`src/rtl/mem_bus_arbiter.sv`:
```
// Shares one memory bus between instruction fetch and data ports; fixed data priority with a fetch starvation guard.
// One cycle from request to bus strobe, one RECOVER cycle after completion; requesters stall until their access completes.
module mem_bus_arbiter #(
  parameter int ADDR_W         = 32,
  parameter int DATA_W         = 32,
  parameter int MAX_DATA_BURST = 4
) (
  input  logic                  clk,
  input  logic                  reset,
  input  logic                  instr_read,
  input  logic [ADDR_W-1:0]     instr_addr,
  output logic [DATA_W-1:0]     instr_readdata,
  output logic                  instr_stall,
  input  logic                  data_read,
  input  logic                  data_write,
  input  logic [ADDR_W-1:0]     data_addr,
  input  logic [DATA_W-1:0]     data_writedata,
  input  logic [DATA_W/8-1:0]   data_byteenable,
  output logic [DATA_W-1:0]     data_readdata,
  output logic                  data_stall,
  output logic [ADDR_W-1:0]     bus_address,
  output logic                  bus_read,
  output logic                  bus_write,
  output logic [DATA_W-1:0]     bus_writedata,
  output logic [DATA_W/8-1:0]   bus_byteenable,
  input  logic [DATA_W-1:0]     bus_readdata,
  input  logic                  bus_waitrequest
);

  localparam logic [3:0] STREAK_MAX = 4'(MAX_DATA_BURST);

  typedef enum logic [1:0] {IDLE, INSTR, DATA, RECOVER} state_t;

  state_t     state;
  logic [3:0] streak;
  logic       data_req;
  logic       streak_max;
  logic       grant_data;
  logic       grant_instr;
  logic       instr_done;
  logic       data_done;

  assign data_req    = data_read | data_write;
  assign streak_max  = (streak == STREAK_MAX);
  assign grant_data  = data_req & (~instr_read | ~streak_max);
  assign grant_instr = instr_read & (~data_req | streak_max);
  assign instr_done  = (state == INSTR) & ~bus_waitrequest;
  assign data_done   = (state == DATA) & ~bus_waitrequest;

  always_ff @(posedge clk or posedge reset) begin
    if (reset) begin
      state          <= IDLE;
      streak         <= '0;
      bus_address    <= '0;
      bus_read       <= 1'b0;
      bus_write      <= 1'b0;
      bus_writedata  <= '0;
      bus_byteenable <= '0;
    end else begin
      case (state)
        IDLE: begin
          if (grant_data) begin
            state          <= DATA;
            bus_address    <= data_addr;
            bus_writedata  <= data_writedata;
            bus_byteenable <= data_byteenable;
            bus_write      <= data_write;
            // A simultaneous read+write request is treated as a write only.
            bus_read       <= data_read & ~data_write;
            if (!instr_read)
              streak <= '0;
            else if (!streak_max)
              streak <= streak + 4'd1;
          end else if (grant_instr) begin
            state          <= INSTR;
            bus_address    <= instr_addr;
            bus_byteenable <= '1;
            bus_read       <= 1'b1;
            bus_write      <= 1'b0;
            streak         <= '0;
          end else if (!instr_read) begin
            streak <= '0;
          end
        end
        INSTR, DATA: begin
          if (!bus_waitrequest) begin
            state     <= RECOVER;
            bus_read  <= 1'b0;
            bus_write <= 1'b0;
          end
        end
        default: state <= IDLE;
      endcase
    end
  end

  assign instr_stall    = instr_read & ~instr_done;
  assign data_stall     = data_req & ~data_done;
  assign instr_readdata = instr_done ? bus_readdata : '0;
  assign data_readdata  = (data_done & bus_read) ? bus_readdata : '0;

endmodule

```
`config.mk`:
```
export PLATFORM = sky130hd
export DESIGN_NAME = mem_bus_arbiter
export DESIGN_NICKNAME = d
export VERILOG_FILES = /design/src/rtl/mem_bus_arbiter.sv
export SDC_FILE = /design/constraint.sdc
export NUM_CORES = 1
export LEC_CHECK = 0
export CAP_MARGIN = 30
export CORE_MARGIN = 1.5
export CORE_UTILIZATION = 35
export CTS_CLUSTER_SIZE = 30
export DETAILED_ROUTE_END_ITERATION = 6
export MAX_ROUTING_LAYER = met4
export PLACE_DENSITY = 0.8
export SLEW_MARGIN = 20
export SYNTH_ARGS = -nofsm -noshare
export SYNTH_HDL_FRONTEND = slang
export SYNTH_SLANG_ARGS = --single-unit
```
`constraint.sdc`:
```
create_clock -name clk -period 3.25 [get_ports clk]
set_input_delay 0.4875 -clock clk [delete_from_list [all_inputs] [get_ports clk]]
set_output_delay 0.4875 -clock clk [all_outputs]
set_load 0.03 [all_outputs]
```
==> results.md <==
* Die X at 110 microns
* Synthesized area at approximately 0.0040 sq mm
* Clk_lat worst skew at 330 ps
* Power Density at ~920 mW/mm^2
* Worst setup endpoint: data_readdata[26]
* Final net count at 794
* Initial antenna violation count at 0
* Sw Share at 42.9%
* Gate power share at between 50% and 60%
* Post-synth EDFFs at 0
* YS warnings at 0
* Setup TNS at 0 ps
* Final hold slack at about 410 ps
* Syn_nets at approximately 530
* Worst path cell trace: clkdlybuf4s50_1 -> inv_1 -> and3_1 -> buf_4 -> and2_1 -> clkdlybuf4s50_1
* Library cells used by synthesis at 35
* Final core occ at 63.9%
* RSZ-0062 raised after global routing: no
* Tcrit/Tclk final at 86.2%
* CTS Buffer Depth at 2
* Critical Path Source Type: primary input
* Remaining antenna violation count at 0
* Main flop type after synthesis: dfrtp_1
* Area of the multi-input gates at 0.00188 sq mm
* Synth cell count leaders: dfrtp_1, and2_1, nand3_1
* Core area at 0.0110 sq mm
* Gp weighted congestion at around 0.87
* TritonRoute pass-1 iters at 4
* Clk pin slew, worst setup/hold paths at 70 ps
* Synthesized flop and latch total at 76
* LEAKAGE at 2.98 nW
* R2R setup slack at 770 ps
* Slowest CP cell: clkdlybuf4s50_1
* Post-synthesis cell type with the largest combined area: dfrtp_1
* Setup violators final at 0
* Vias in the first global route at 3815
* Largest net degree at the start of global routing at 70
* Seq pwr share at between 20% and 30%
* Final Critical Period at 2800 ps
* Largest fanout on the critical path at 32
* Total area of sequential cells at 0.00190 sq mm
* Wire per inst at 16.2 microns
* Vias per cell at 4.92
* Clk_skew at between 10 and 15 ps
* Sink Count at 76
* R2R Path Start: state[0]
* Arr. time, crit path at 2310 ps
* Initial core utilization at a little over a third
* Number of hold buffers added after CTS at 0
* Synthesized instance count at 390
* NetSw at 2.77 mW
* Fraction of layout cells with a size suffix above 1 at 14.5%
* Inst Count DP at 779
* Final Non-Filler Cells at 795
* CTS tree: yes
* Slew @ Worst Pin at 669 ps
* Fraction of registers with async set/reset at 100%
* Most used cell, CP: clkdlybuf4s50_1
* CTS buffer count at 9
* Gr usage total at between 20% and 30%
* Post-CTS Setup Inserts at 0
* Status: finished, final reports clean
* CTS root buffer: clkbuf_16
* Synth-to-Final Area Change at 76.5%
* First-pass GRT wire length at 18800 microns
* Initial DRC count at 220
* # fillers at 888
* Post-synthesis sequential area ratio at around 48%
* Post-CTS Resized at 0
* # IOs at 274
* Required time worst endpoint at 2760 ps
* Critical Path End Type: primary output
* Die area at 0.0120 sq mm
* Peak VDD IR at 0.523 mV
* Reg2Reg Depth at 6
* HPWL after detailed placement at 9670 microns
* Fin. Hold Viols at 0
* I/O Buffers at ~270
* Slew Limit Fails at 0
* Synth top area share at 47.8%
* Worst min path class: in2async
* H-Tree Level Count at 3
* Standard-cell rows at 38
* Via count at 3913
* DRT Wirelength at 12900 microns
* Kind of critical path: in2out
* Total gr overflow at 0
* Antenna Cells at 0
* Max-slew headroom at a little under three fifths
* Crit path launch: bus_waitrequest
* Avg Inst Size Synth at 10.2 sq um
* Largest cells by area after synthesis: dfrtp_1, mux2_4, and2_1, a31oi_1, nand3_1
* Drt drc at 0
* Count leader, synth: dfrtp_1
* Clock power share at 15.0%
* Max stage delay on crit path at approximately 680 ps
* Reg2reg end: bus_byteenable[3]
* Max Fclk at between 0.3 and 0.4 GHz
* Height of the die at 110 microns
* Int Power at roughly 3.7 mW
* Max-cap viol count at 0
[flip-flops by register name (all words and copies together), names as in the netlist]
| signal | cells |
|---|---|
| bus_write | 1 |
| bus_byteenable | 4 |
| streak | 4 |
| bus_address | 32 |
| bus_writedata | 32 |
| bus_read | 1 |
| state | 2 |
[layer usage]
metal  GRT usage (%)  vias up  wire [microns]
met4            7.61        0             255
met5               -        -               0
met1            24.9     1839            5280
li1                -     1882               -
met2            35.1      172            6520
met3            3.73       20             826
[area by class of cell]
type                       count  share of cell area (%)
clock buffer                   9                    3.21
inverter                      10                   0.535
sequential                    76                    27.1
tap                          140                    2.49
clock inverter                 7                   0.927
timing repair buffer         282                    38.9
multi-input combinational    271                    26.8
[logic make-up (layout without fill, tap and decap cells)]
| group | count (synthesis) | count (layout) | synth area share [%] |
|---|---|---|---|
| buf+inv | 43 | 308 | 4.94 |
| simple gates | 148 | 148 | 20.2 |
| flops | 76 | 76 | 47.8 |
| compound gates | 81 | 81 | 12.3 |
| fa+ha+maj | 6 | 6 | 1.89 |
| mux | 36 | 36 | 12.9 |
[worst max-delay path: cells and delay by family]
kind	cells	cell delay [ps]
and+or+nand+nor	2	330
buffers and inverters	4	1490
[metrics by stage]
stage / setup slack [ps] / power [mW] / area, sq um
after global placement: 532 / 5.42 / 6730
after global routing: 366 / 6.82 / 7020
after floorplan: 824 / 4.05 / 3980
after CTS: 447 / 6.52 / 7020
after detailed placement: 453 / 5.51 / 6730
final: 448 / 6.46 / 7020
[worst min path at each step]
stage	end	start
4_1_cts	bus_writedata[0]	reset
2_1_floorplan	streak[1]	streak[1]
6_report	bus_writedata[0]	reset
5_1_grt	bus_writedata[0]	reset
3_5_place_dp	bus_writedata[4]	bus_writedata[4]
3_3_place_gp	bus_writedata[29]	bus_writedata[29]
[power groups by stage]
stage | sequential [mW] | clock, mW | combinational (mW)
after floorplan | 2.56 | 0 | 1.50
after global placement | 1.68 | 0 | 3.74
after detailed placement | 1.71 | 0 | 3.79
after CTS | 1.70 | 0.998 | 3.81
after global routing | 1.75 | 1.05 | 4.02
final | 1.70 | 0.972 | 3.79
[cell usage in the layout, fill, tap and decap left out, types with 2 or more instances in the layout]
master / instances
clkdlybuf4s50_1: 241
dfrtp_1: 76
and2_1: 64
buf_4: 40
nand3_1: 35
o21ai_0: 33
nor2_1: 33
a31oi_1: 33
mux2_4: 30
inv_1: 9
clkbuf_16: 9
ha_1: 6
o22a_1: 4
mux2i_1: 3
mux2_2: 3
o22ai_1: 3
nor2b_1: 3
a21oi_1: 2
nand4_1: 2
nand2_1: 2
inv_6: 2
clkinv_4: 2
inv_8: 2
Power figures use the tool's default switching activity.
